<file path="config.mk">
export PLATFORM = sky130hd
export DESIGN_NAME = xbus_avm_bridge_flat
export DESIGN_NICKNAME = d
export VERILOG_FILES = /design/src/rtl/xbus_avm_pkg.sv /design/src/rtl/xbus_avm_bridge_if.sv /design/src/rtl/xbus_avm_timeout.sv /design/src/rtl/xbus_avm_bridge.sv /design/src/flat_wrapper.sv
export SDC_FILE = /design/constraint.sdc
export NUM_CORES = 1
export LEC_CHECK = 0
export BUFFER_PORTS_ARGS = -buffer_cell sky130_fd_sc_hd__buf_2
export CORE_UTILIZATION = 50
export CTS_CLUSTER_DIAMETER = 30
export DETAILED_ROUTE_END_ITERATION = 7
export PLACE_DENSITY = 0.84
export RECOVER_POWER = 25
export SLEW_MARGIN = 20
export SYNTH_ARGS = -nofsm -noshare
export SYNTH_HDL_FRONTEND = slang
export SYNTH_SLANG_ARGS = --single-unit
</file>
<file path="constraint.sdc">
create_clock -name clk_clk -period 4.2 [get_ports clk_clk]
set_input_delay 1.05 -clock clk_clk [delete_from_list [all_inputs] [get_ports clk_clk]]
set_output_delay 1.05 -clock clk_clk [all_outputs]
set_load 0.05 [all_outputs]
</file>
<file path="src/rtl/xbus_avm_pkg.sv">
// Shared types and widths for the XBUS -> Avalon-MM initiator bridge.
package xbus_avm_pkg;
  localparam int XBUS_DW = 32;
  localparam int XBUS_AW = 32;

  typedef enum logic [1:0] {IDLE, REQ, RESP} state_t;

  typedef struct packed {
    logic [XBUS_AW-1:0]   adr;
    logic [XBUS_DW-1:0]   dat;
    logic [XBUS_DW/8-1:0] sel;
    logic                 we;
  } xbus_req_t;
endpackage

</file>
<file path="src/rtl/xbus_avm_bridge_if.sv">
// XBUS request side plus Avalon-MM master side of the bridge.
// slave = the bridge's view (XBUS slave / Avalon master); master = the CPU + SDRAM side.
interface xbus_avm_bridge_if;
  logic [xbus_avm_pkg::XBUS_AW-1:0]   xbus_adr_i;
  logic [xbus_avm_pkg::XBUS_DW-1:0]   xbus_dat_i;
  logic                               xbus_we_i;
  logic [xbus_avm_pkg::XBUS_DW/8-1:0] xbus_sel_i;
  logic                               xbus_stb_i;
  logic                               xbus_cyc_i;
  logic [xbus_avm_pkg::XBUS_DW-1:0]   xbus_dat_o;
  logic                               xbus_ack_o;
  logic                               xbus_err_o;
  logic                               avm_cs_o;
  logic [xbus_avm_pkg::XBUS_AW-1:0]   avm_address_o;
  logic                               avm_read_o;
  logic                               avm_write_o;
  logic [xbus_avm_pkg::XBUS_DW-1:0]   avm_writedata_o;
  logic [xbus_avm_pkg::XBUS_DW/8-1:0] avm_byteenable_o;
  logic                               avm_waitrequest_i;
  logic [xbus_avm_pkg::XBUS_DW-1:0]   avm_readdata_i;

  modport slave (
    input  xbus_adr_i, xbus_dat_i, xbus_we_i, xbus_sel_i, xbus_stb_i, xbus_cyc_i,
           avm_waitrequest_i, avm_readdata_i,
    output xbus_dat_o, xbus_ack_o, xbus_err_o,
           avm_cs_o, avm_address_o, avm_read_o, avm_write_o, avm_writedata_o, avm_byteenable_o
  );

  modport master (
    output xbus_adr_i, xbus_dat_i, xbus_we_i, xbus_sel_i, xbus_stb_i, xbus_cyc_i,
           avm_waitrequest_i, avm_readdata_i,
    input  xbus_dat_o, xbus_ack_o, xbus_err_o,
           avm_cs_o, avm_address_o, avm_read_o, avm_write_o, avm_writedata_o, avm_byteenable_o
  );
endinterface

</file>
<file path="src/rtl/xbus_avm_timeout.sv">
// Saturating stall counter; expired marks the last stall cycle a request may spend.
module xbus_avm_timeout #(
  parameter int TIMEOUT_CYCLES = 255,
  localparam int CW = $clog2(TIMEOUT_CYCLES + 1)
) (
  input  logic gclk,
  input  logic grst_n,
  input  logic clr,
  input  logic inc,
  output logic expired
);
  logic [CW-1:0] cnt;

  always_ff @(posedge gclk or negedge grst_n) begin
    if (!grst_n)                                    cnt <= '0;
    else if (clr)                                   cnt <= '0;
    else if (inc && (cnt != CW'(TIMEOUT_CYCLES)))   cnt <= cnt + CW'(1);
  end

  assign expired = (cnt == CW'(TIMEOUT_CYCLES - 1));
endmodule

</file>
<file path="src/rtl/xbus_avm_bridge.sv">
// XBUS single-transfer requests -> Avalon-MM master transfers, with a stall timeout
// that returns an error pulse to the CPU.
module xbus_avm_bridge
  import xbus_avm_pkg::*;
#(
  parameter int TIMEOUT_CYCLES = 255
) (
  input  logic              clk_clk,
  input  logic              reset_reset_n,
  xbus_avm_bridge_if.slave  bus
);
  state_t              state, state_nxt;
  xbus_req_t           req_q;
  logic [XBUS_DW-1:0]  rdata_q;
  logic                err_q, err_nxt;
  logic                abort_q, abort_nxt;
  logic                start, accept, timeout, expired;

  assign start   = bus.xbus_stb_i & bus.xbus_cyc_i;
  assign accept  = (state == REQ) & ~bus.avm_waitrequest_i;
  assign timeout = (state == REQ) & bus.avm_waitrequest_i & expired;

  xbus_avm_timeout #(.TIMEOUT_CYCLES(TIMEOUT_CYCLES)) u_timeout (
    .gclk    (clk_clk),
    .grst_n  (reset_reset_n),
    .clr     ((state == IDLE) & start),
    .inc     ((state == REQ) & bus.avm_waitrequest_i),
    .expired (expired)
  );

  always_ff @(posedge clk_clk or negedge reset_reset_n) begin
    if (!reset_reset_n) begin
      state   <= IDLE;
      err_q   <= 1'b0;
      abort_q <= 1'b0;
    end else begin
      state   <= state_nxt;
      err_q   <= err_nxt;
      abort_q <= abort_nxt;
    end
  end

  always_comb begin
    state_nxt = state;
    err_nxt   = err_q;
    abort_nxt = abort_q;
    case (state)
      IDLE: if (start) begin
        state_nxt = REQ;
        err_nxt   = 1'b0;
        abort_nxt = 1'b0;
      end
      REQ: begin
        // Avalon cannot withdraw a request; an abandoned cycle only suppresses the response.
        if (!bus.xbus_cyc_i) abort_nxt = 1'b1;
        if (accept) state_nxt = RESP;
        else if (timeout) begin
          state_nxt = RESP;
          err_nxt   = 1'b1;
        end
      end
      RESP:    state_nxt = IDLE;
      default: state_nxt = IDLE;
    endcase
  end

  always_ff @(posedge clk_clk or negedge reset_reset_n) begin
    if (!reset_reset_n) begin
      req_q   <= '0;
      rdata_q <= '0;
    end else begin
      if ((state == IDLE) && start)
        req_q <= '{adr: bus.xbus_adr_i, dat: bus.xbus_dat_i,
                   sel: bus.xbus_sel_i, we: bus.xbus_we_i};
      // Read data from an abandoned transfer is discarded, keeping the last delivered value.
      if (accept && !req_q.we && !abort_q && bus.xbus_cyc_i)
        rdata_q <= bus.avm_readdata_i;
    end
  end

  assign bus.avm_cs_o         = (state == REQ);
  assign bus.avm_read_o       = (state == REQ) & ~req_q.we;
  assign bus.avm_write_o      = (state == REQ) &  req_q.we;
  assign bus.avm_address_o    = {req_q.adr[XBUS_AW-1:2], 2'b00};
  assign bus.avm_writedata_o  = req_q.dat;
  assign bus.avm_byteenable_o = req_q.sel;
  assign bus.xbus_dat_o       = rdata_q;
  assign bus.xbus_ack_o       = (state == RESP) & ~err_q & ~abort_q;
  assign bus.xbus_err_o       = (state == RESP) &  err_q & ~abort_q;
endmodule

</file>
<file path="src/flat_wrapper.sv">
// flat-port wrapper written by rule: the top's interface ports become plain ports
module xbus_avm_bridge_flat import xbus_avm_pkg::*;
#(
  parameter int TIMEOUT_CYCLES = 255
)
  (clk_clk, reset_reset_n, bus_xbus_adr_i, bus_xbus_dat_i, bus_xbus_we_i, bus_xbus_sel_i, bus_xbus_stb_i, bus_xbus_cyc_i, bus_avm_waitrequest_i, bus_avm_readdata_i, bus_xbus_dat_o, bus_xbus_ack_o, bus_xbus_err_o, bus_avm_cs_o, bus_avm_address_o, bus_avm_read_o, bus_avm_write_o, bus_avm_writedata_o, bus_avm_byteenable_o);
  xbus_avm_bridge_if bus_i ();
  input  logic clk_clk;
  input  logic reset_reset_n;
  input wire logic [$bits(bus_i.xbus_adr_i)-1:0] bus_xbus_adr_i;
  input wire logic [$bits(bus_i.xbus_dat_i)-1:0] bus_xbus_dat_i;
  input wire logic [$bits(bus_i.xbus_we_i)-1:0] bus_xbus_we_i;
  input wire logic [$bits(bus_i.xbus_sel_i)-1:0] bus_xbus_sel_i;
  input wire logic [$bits(bus_i.xbus_stb_i)-1:0] bus_xbus_stb_i;
  input wire logic [$bits(bus_i.xbus_cyc_i)-1:0] bus_xbus_cyc_i;
  input wire logic [$bits(bus_i.avm_waitrequest_i)-1:0] bus_avm_waitrequest_i;
  input wire logic [$bits(bus_i.avm_readdata_i)-1:0] bus_avm_readdata_i;
  output wire logic [$bits(bus_i.xbus_dat_o)-1:0] bus_xbus_dat_o;
  output wire logic [$bits(bus_i.xbus_ack_o)-1:0] bus_xbus_ack_o;
  output wire logic [$bits(bus_i.xbus_err_o)-1:0] bus_xbus_err_o;
  output wire logic [$bits(bus_i.avm_cs_o)-1:0] bus_avm_cs_o;
  output wire logic [$bits(bus_i.avm_address_o)-1:0] bus_avm_address_o;
  output wire logic [$bits(bus_i.avm_read_o)-1:0] bus_avm_read_o;
  output wire logic [$bits(bus_i.avm_write_o)-1:0] bus_avm_write_o;
  output wire logic [$bits(bus_i.avm_writedata_o)-1:0] bus_avm_writedata_o;
  output wire logic [$bits(bus_i.avm_byteenable_o)-1:0] bus_avm_byteenable_o;
  assign bus_i.xbus_adr_i = bus_xbus_adr_i;
  assign bus_i.xbus_dat_i = bus_xbus_dat_i;
  assign bus_i.xbus_we_i = bus_xbus_we_i;
  assign bus_i.xbus_sel_i = bus_xbus_sel_i;
  assign bus_i.xbus_stb_i = bus_xbus_stb_i;
  assign bus_i.xbus_cyc_i = bus_xbus_cyc_i;
  assign bus_i.avm_waitrequest_i = bus_avm_waitrequest_i;
  assign bus_i.avm_readdata_i = bus_avm_readdata_i;
  assign bus_xbus_dat_o = bus_i.xbus_dat_o;
  assign bus_xbus_ack_o = bus_i.xbus_ack_o;
  assign bus_xbus_err_o = bus_i.xbus_err_o;
  assign bus_avm_cs_o = bus_i.avm_cs_o;
  assign bus_avm_address_o = bus_i.avm_address_o;
  assign bus_avm_read_o = bus_i.avm_read_o;
  assign bus_avm_write_o = bus_i.avm_write_o;
  assign bus_avm_writedata_o = bus_i.avm_writedata_o;
  assign bus_avm_byteenable_o = bus_i.avm_byteenable_o;
  xbus_avm_bridge #(.TIMEOUT_CYCLES(TIMEOUT_CYCLES)) u_core (.clk_clk(clk_clk), .reset_reset_n(reset_reset_n), .bus(bus_i));
endmodule
</file>
# --- Yosys cells after proc, flatten, opt, wreduce, memory -nomap -nowiden ---
# Index checks and enable logic that the tools add are counted.
word_totals:
  register_bits: 113
  output_inout_bits: 105
  in_bits: 106
  wordCells: 59
classes:
  n_eq_ne: 9
  mux: 12
  n_bitwise: 15
  reduce_logical: 13
  addsub: 1
op_table:
  columns: ["op", "n"]
  rows:
  - ["8-bit 2-to-1 mux", 2]
  - ["1-bit bitwise AND", 11]
  - ["8-bit by 1-bit adder with 8-bit output (second input constant)", 1]
  - ["8-bit == test (second input constant)", 1]
  - ["8-bit inequality test (second input constant)", 1]
  - ["2-bit 2-to-1 mux", 3]
  - ["1-bit logical AND", 5]
  - ["1-bit 2-to-1 mux", 4]
  - ["2-bit by 1-bit inequality test with 1-bit output (second input constant)", 2]
  - ["2-bit inequality test (second input constant)", 2]
  - ["1-bit inverter", 4]
  - ["1-bit case mux with 2 select lines", 2]
  - ["2-bit case mux with 2 select lines", 1]
  - ["4-bit AND reduction", 1]
  - ["2-bit nonzero test", 2]
  - ["3-bit by 1-bit inequality test with 1-bit output (second input constant)", 1]
  - ["3-bit AND reduction", 1]
  - ["2-bit by 1-bit == test with 1-bit output (second input constant)", 1]
  - ["2-bit == test (second input constant)", 1]
  - ["1-bit zero test", 2]
  - ["2-bit zero test", 1]
  - ["2-bit AND reduction", 1]

# --- Depth between registers and ports, before layout ---
# Gate-level depths: netlist of run 1.
logic_depth:
  depth_word: 6
  depth_mapped: 5
  depth_no_buf: 4

# --- Hierarchy ---
# From an unflattened synthesis of run 1, not the netlist that was laid out.
hier_totals:
  cells_unflattened: 352
  hier_area_um2: 5039.8
modules_own_cells:
  columns: ["mod", "cells_each", "n_inst", "seq_area_each_um2", "area_each_um2"]
  rows:
  - ["xbus_avm_bridge", 299, 1, 2577.5, 4544.4]
  - ["xbus_avm_timeout", 53, 1, 200.2, 495.5]

# --- Worst setup path before layout of run 1 ---
# No wires, ideal clock.
synth_path:
  path_kind: "register to output"
  start: "reg u_core.state[0]"
  end: "out bus_xbus_ack_o"
  t_required_ns: 3.150
  stages_incl_launch_ff: 2
  setup_slack_ns: 1.037
  n_path_buf: 0
  t_arrival_ns: 2.113
  cell_sequence: "dfrtp_1 > nor4b_1"
synth_between:
  elab_chain_len: 3
synth_lines:
  columns: ["item", "line_no", "text"]
  rows:
  - ["start: declaration", "xbus_avm_bridge.sv:12", "state_t state, state_nxt;"]
  - ["start signal: assignment", "xbus_avm_bridge.sv:37", "state <= state_nxt;"]
  - ["2-bit == test", "xbus_avm_bridge.sv:88", "assign bus.xbus_ack_o = (state == RESP) & ~err_q & ~abort_q;"]
  - ["1-bit bitwise AND (2 in a row)", "xbus_avm_bridge.sv:88", null]
  - ["end: declaration", "flat_wrapper.sv:19", "output wire logic [$bits(bus_i.xbus_ack_o)-1:0] bus_xbus_ack_o;"]
# No other way between the ends.

# --- Final worst setup path of run 1 ---
layout_path:
  start: "reg u_core.state[0]"
  end: "out bus_avm_write_o"
layout_between:
  elab_chain_len: 2
layout_lines:
  columns: ["item", "line_no", "text"]
  rows:
  - ["2-bit by 1-bit == test with 1-bit output", "xbus_avm_bridge.sv:83", "assign bus.avm_write_o = (state == REQ) & req_q.we;"]
  - ["1-bit bitwise AND", "xbus_avm_bridge.sv:83", null]
  - ["end: declaration", "flat_wrapper.sv:24", "output wire logic [$bits(bus_i.avm_write_o)-1:0] bus_avm_write_o;"]
# No other way between the ends.

==> results of run 1 <==
## cells by family after synthesis
logic type	after synthesis	share of synthesized area (%)
other cells	1	0.0748
buf+inv	83	12.3
flops	111	55.4
fa+ha+maj	2	0.499
compound gates	17	2.25
mux	102	25.1
simple gates	32	4.42
## worst paths after layout
check,endpoint,from,slack (ns)
min in group asynchronous,u_core.bus.xbus_dat_o[26]$_DFFE_PN0P_,reset_reset_n,1.29
worst max-delay path,bus_avm_write_o,u_core.state[0]$_DFFE_PN0P_,1.53
worst min-delay path,u_core.bus.avm_writedata_o[9]$_DFFE_PN0P_,u_core.bus.avm_writedata_o[9]$_DFFE_PN0P_,0.51
worst max register to register,u_core.bus.xbus_dat_o[12]$_DFFE_PN0P_,u_core.state[0]$_DFFE_PN0P_,2.24
max in group asynchronous,u_core.bus.avm_address_o[4]$_DFFE_PN0P_,reset_reset_n,1.58
worst min register to register,u_core.bus.avm_writedata_o[9]$_DFFE_PN0P_,u_core.bus.avm_writedata_o[9]$_DFFE_PN0P_,0.51
## layout make-up
type	instances	area share (%)
Sequential cell	111	47.4
Timing Repair Buffer	208	18.1
Tap cell	133	2.84
Clock inverter	6	1.15
Clock buffer	10	2.35
Multi-Input combinational cell	155	28.0
Inverter	2	0.128
## worst max-delay path, cell delays in order (launching register included)
cell and delay [ns]:
dfrtp_1 0.50, or2b_1 0.28, inv_1 0.09, and2_1 0.14, buf_2 0.26
## layer usage
| metal | vias up | GRT usage, % | wire, um |
|---|---|---|---|
| met4 | 0 | 6.92 | 145 |
| met5 | - | 0 | 0 |
| met2 | 135 | 30.6 | 4550 |
| met1 | 1460 | 22.2 | 3910 |
| li1 | 1415 | - | - |
| met3 | 13 | 4.86 | 727 |
## sequential cells by signal, indices dropped and copies added, names as in the netlist
register / count
u_core.u_timeout.cnt: 8
u_core.abort_q: 1
u_core.bus.avm_address_o: 30
u_core.err_q: 1
u_core.state: 2
u_core.bus.avm_writedata_o: 32
u_core.req_q: 1
u_core.bus.avm_byteenable_o: 4
u_core.bus.xbus_dat_o: 32
## power by group
part | switching (mW) | total, mW | internal (mW)
logic | 1.44 | 2.02 | 0.580
registers | 0.174 | 1.57 | 1.39
clock network | 0.352 | 0.647 | 0.295
total | 1.96 | 4.23 | 2.27
## cell usage in the layout (no fill, tap or decap), types with 2 or more instances in the layout
master and instances:
a31oi_1 2, nor2b_1 2, a21oi_1 3, mux2_4 30, and3_1 4, nand2_1 8
mux2i_1 3, ha_1 2, and2_1 3, buf_2 205, clkbuf_8 10, conb_1 2
clkinvlp_4 2, inv_1 2, nand3_1 2, a211oi_1 2, mux2_2 69, o21ai_0 4
dfrtp_1 111
## per-stage QoR
step | setup slack, ns | hold WS (ns) | total power, mW
after floorplan | 1.04 | 0.459 | 3.39
after global placement | 1.67 | 0.482 | 3.57
after detailed placement | 1.62 | 0.488 | 3.62
after CTS | 1.51 | 0.510 | 4.28
after global routing | 1.14 | 0.518 | 4.43
final | 1.53 | 0.508 | 4.23
==> impl_metrics.ini, run 1 <==
[setup_path]
start_kind = flop
crit_path_end_kind = output port
worst-setup-path-type = flop to output port
path_max_fanout = 9
worstPathArrival_ns = 1.62
crit_required_ns = 3.15
r2r_cells = 3

[cts]
clkLatencyLatePin_ns = 0.36
clock_sinks = 111
post_cts_resized = 0
cts_tree = built
cts.clk_slew.worst_paths_ns = 0.10
cts-hold-fix-buffers = 0
cts_buffers = 9
root_buffer = clkbuf_8
cts_setup_buffers = 0
cts_max_level = 3
cts_buffer_depth = 2

[synth]
synth_commonest_cells = 111 x dfrtp_1, 74 x buf_4, 69 x mux2_2
synth_seq_cells = 111
syn_inst = 348
async_reset_ff_share_pct = 100
syn_avg_cell_area_um2 = 14.4
yosysMostFrequentCell = dfrtp_1
ys_types = 39
yosysTopAreaCell = dfrtp_1
yosys_warnings = 0
syn-cell-area_um2 = 5010
synth_ff_type = dfrtp_1
synthTopCellsByArea = dfrtp_1 55%, mux2_2 16%, buf_4 11%
synth_edf_count = 0
yosysSeqAreaShare_pct = 55.4
synth_top_cell_area_share_pct = 55.4

[global_routing]
grt_usage_pct = 18.1
grt_max_degree = 88
grt_pass1_vias = 2954
grt_overflow = 0
grt_pass1_wl_um = 14400
grt_antenna_before_repair = 0

[job]
max_cap_viol_count = 1

[final_layout]
num_antenna_cells = 0
instances_no_fill = 625
utilization_pct = 60.2
fillCellCount = 809
final_area_um2 = 5860
nets = 595
drive_gt1_share_pct = 66.3
multi_input_area_um2 = 1640
syn_to_final_growth_pct = 16.8
regArea_um2 = 2780

[placed_design]
place_inst = 609
dp_hpwl_um = 6890
portBuffers = 206
gp_congestion = 0.838
post_dp_cell_area_um2 = 5650

[sta]
skew_ns = 0.00667
worst_pin_slew_ns = 2.12
post-route-period-util_pct = 63.5
hold_violations = 0
setup_viol = 0
setup_tns_ns = 0
rsz0062_at_grt = no
final_max_slew_viol_count = 88
min_period_ns = 2.67
fmax_mhz = 375
relSlewSlack_pct = -41.2

[detailed_routing]
drc = 0
final_antenna_net_count = 0
drt_first_iter_violations = 48
drt-total-wl_um = 9340
vias = 3023
avgViaCountPerCell = 4.84
first_pass_iters = 4
routedWlPerCell_um = 14.9

[pwr]
leakage_nw = 3.07
power.density_nw_per_um2 = 722
ir_drop_mv = 0.401

[floorplanning]
die_area_um2 = 10400
start_util_pct = 51.5
design.core.area_um2 = 9730
die_h_um = 102
dieWidth_um = 102
num_rows = 36
io_pins = 211

[hold_path]
min_path_cells = 1
holdCritPathClass = flop to flop

[run_status]
status = complete, but fails checks
violations = capacitance limit, slew limit
Power figures use the tool's default switching activity.
==> run 2: changes to the inputs <==
--- a/config.mk
+++ b/config.mk
@@ -5,11 +5,12 @@
 export SDC_FILE = /design/constraint.sdc
 export NUM_CORES = 1
 export LEC_CHECK = 0
+export ABC_AREA = 1
 export BUFFER_PORTS_ARGS = -buffer_cell sky130_fd_sc_hd__buf_2
-export CORE_UTILIZATION = 50
+export CORE_UTILIZATION = 48
 export CTS_CLUSTER_DIAMETER = 30
 export DETAILED_ROUTE_END_ITERATION = 7
-export PLACE_DENSITY = 0.84
+export PLACE_DENSITY = 0.81
 export RECOVER_POWER = 25
 export SLEW_MARGIN = 20
 export SYNTH_ARGS = -nofsm -noshare
==> constraint.sdc (replaced) <==
create_clock -name clk_clk -period 2.7 [get_ports clk_clk]
set_input_delay 0.675 -clock clk_clk [delete_from_list [all_inputs] [get_ports clk_clk]]
set_output_delay 0.675 -clock clk_clk [all_outputs]
set_load 0.05 [all_outputs]
==> impl_metrics.ini, run 2 <==
[setup_path]
r2r_cells = 5
crit_required_ns = 2.03
crit_path_end_kind = output port
slowest_delay_ns = 0.40
path_max_fanout = 5
reg2reg_from = u_core.state[0]$_DFFE_PN0P_
worstPathArrival_ns = 1.37
reg2reg_to = u_core.abort_q$_DFFE_PN0P_
slowest_stage = dfrtp_1
critical_path.cell_chain = inv_2, nand2_2, nor2_4, buf_2
worst-setup-path-type = flop to output port
start_kind = flop
r2r_slack_ns = 0.94

[final_layout]
final_common_cell = nand2_1
most-common-layout-cells = 262 x nand2_1, 205 x buf_2, 111 x dfrtp_1
fillCellCount = 892
multi_input_area_um2 = 1530
nets = 823
num_antenna_cells = 0
regArea_um2 = 2780
syn_to_final_growth_pct = 16.5
instances_no_fill = 856
final_area_um2 = 5970
drive_gt1_share_pct = 36.7

[sta]
setup_viol = 0
setup_tns_ns = 0
post-route-period-util_pct = 75.8
fmax_mhz = 489
rsz0062_at_grt = no
worst_pin_slew_ns = 1.13
final_max_slew_viol_count = 0
fin_hold_ws_ns = 0.247
hold_violations = 0
relSlewSlack_pct = 24.9
skew_ns = 0.00949
min_period_ns = 2.05

[cts]
root_buffer = clkbuf_8
clkLatencyLatePin_ns = 0.35
cts.clk_slew.worst_paths_ns = 0.10
cts_setup_buffers = 0
cts_max_level = 3
cts_tree = built
cts-hold-fix-buffers = 0
post_cts_resized = 0
clock_sinks = 111
cts_buffer_depth = 2
cts_buffers = 9

[floorplanning]
design.core.area_um2 = 10300
dieWidth_um = 105
num_rows = 37
io_pins = 211
die_area_um2 = 11100
start_util_pct = 49.6
die_h_um = 105

[synth]
synth_top_cell_area_share_pct = 54.2
syn_inst = 581
yosysSeqAreaShare_pct = 54.2
yosysTopAreaCell = dfrtp_1
synthTopCellsByArea = dfrtp_1 54%, nand2_1 19%, buf_4 10%
yosys_warnings = 0
synth_commonest_cells = 262 x nand2_1, 111 x dfrtp_1, 68 x buf_4
synth_edf_count = 0
syn_avg_cell_area_um2 = 8.82
synth_seq_cells = 111
synth_ff_type = dfrtp_1
async_reset_ff_share_pct = 100
yosysMostFrequentCell = nand2_1
syn-cell-area_um2 = 5120
ys_types = 23

[pwr]
leakage_nw = 3.53
ir_drop_mv = 0.720
totalPowerFinal_mw = 6.29
power.density_nw_per_um2 = 1050

[run_status]
status = finished clean

[detailed_routing]
drt_first_iter_violations = 322
drc = 0
vias = 3946
final_antenna_net_count = 0
avgViaCountPerCell = 4.61
drt-total-wl_um = 9990
routedWlPerCell_um = 11.7
first_pass_iters = 4

[global_routing]
grt_overflow = 0
grt_pass1_vias = 3869
grt_max_degree = 65
grt_usage_pct = 19.0
grt_antenna_before_repair = 0
grt_pass1_wl_um = 16900

[job]
max_cap_viol_count = 0

[placed_design]
place_inst = 840
dp_hpwl_um = 7410
portBuffers = 206
post_dp_cell_area_um2 = 5760
gp_congestion = 0.810

[hold_path]
holdCritPathClass = input port to async pin
-- run 2: kinds of logic after synthesis --
family | synth area share [%]
compound gates | 6.23
xor+xnor | 0.513
fa+ha+maj | 0.488
buf+inv | 16.0
flops | 54.2
other cells | 0.0732
simple gates | 22.5
-- run 2: worst max-delay path: cells and delay by family, from the launching register on --
| family | cells | cell delay (ns) |
|---|---|---|
| buf+inv | 2 | 0.39 |
| flops | 1 | 0.40 |
| simple gates | 2 | 0.23 |
-- run 2: area by class of cell --
| cell class | count | area share (%) |
|---|---|---|
| Timing Repair Buffer | 211 | 18.3 |
| Clock buffer | 13 | 2.66 |
| Clock inverter | 3 | 1.09 |
| Multi-Input combinational cell | 336 | 25.7 |
| Inverter | 46 | 2.89 |
| Sequential cell | 111 | 46.5 |
| Tap cell | 136 | 2.85 |
-- run 2: layer usage --
| layer | GRT usage, % | vias up | routed length, um |
|---|---|---|---|
| met1 | 21.8 | 1829 | 4210 |
| met2 | 33.6 | 157 | 4890 |
| met3 | 4.58 | 12 | 752 |
| met4 | 8.65 | 0 | 132 |
| met5 | 0 | - | 0 |
| li1 | - | 1948 | - |
-- run 2: stage by stage --
stage / utilization, % / worst slack [ns]
2_1_floorplan: - / 0.0672
3_3_place_gp: 55.8 / 0.695
3_5_place_dp: 55.8 / 0.640
4_1_cts: 58.0 / 0.610
5_1_grt: 57.8 / 0.539
6_report: 57.8 / 0.653
-- run 2: how the worst max path moves through the flow --
stage | from | cells after the start | slack (ns) | endpoint
6_report | u_core.state[1]$_DFFE_PN0P_ | 4 | 0.65 | bus_avm_read_o
4_1_cts | u_core.state[1]$_DFFE_PN0P_ | 4 | 0.61 | bus_avm_read_o
5_1_grt | u_core.state[1]$_DFFE_PN0P_ | 4 | 0.54 | bus_avm_read_o
3_3_place_gp | bus_xbus_cyc_i | 5 | 0.69 | u_core.err_q$_DFFE_PN0P_
2_1_floorplan | u_core.state[0]$_DFFE_PN0P_ | 1 | 0.07 | bus_xbus_ack_o
3_5_place_dp | bus_xbus_cyc_i | 5 | 0.64 | u_core.abort_q$_DFFE_PN0P_
-- run 2: power by group --
group | switching [mW] | internal [mW]
combinational | 2.21 | 0.631
clock | 0.505 | 0.574
sequential | 0.251 | 2.12
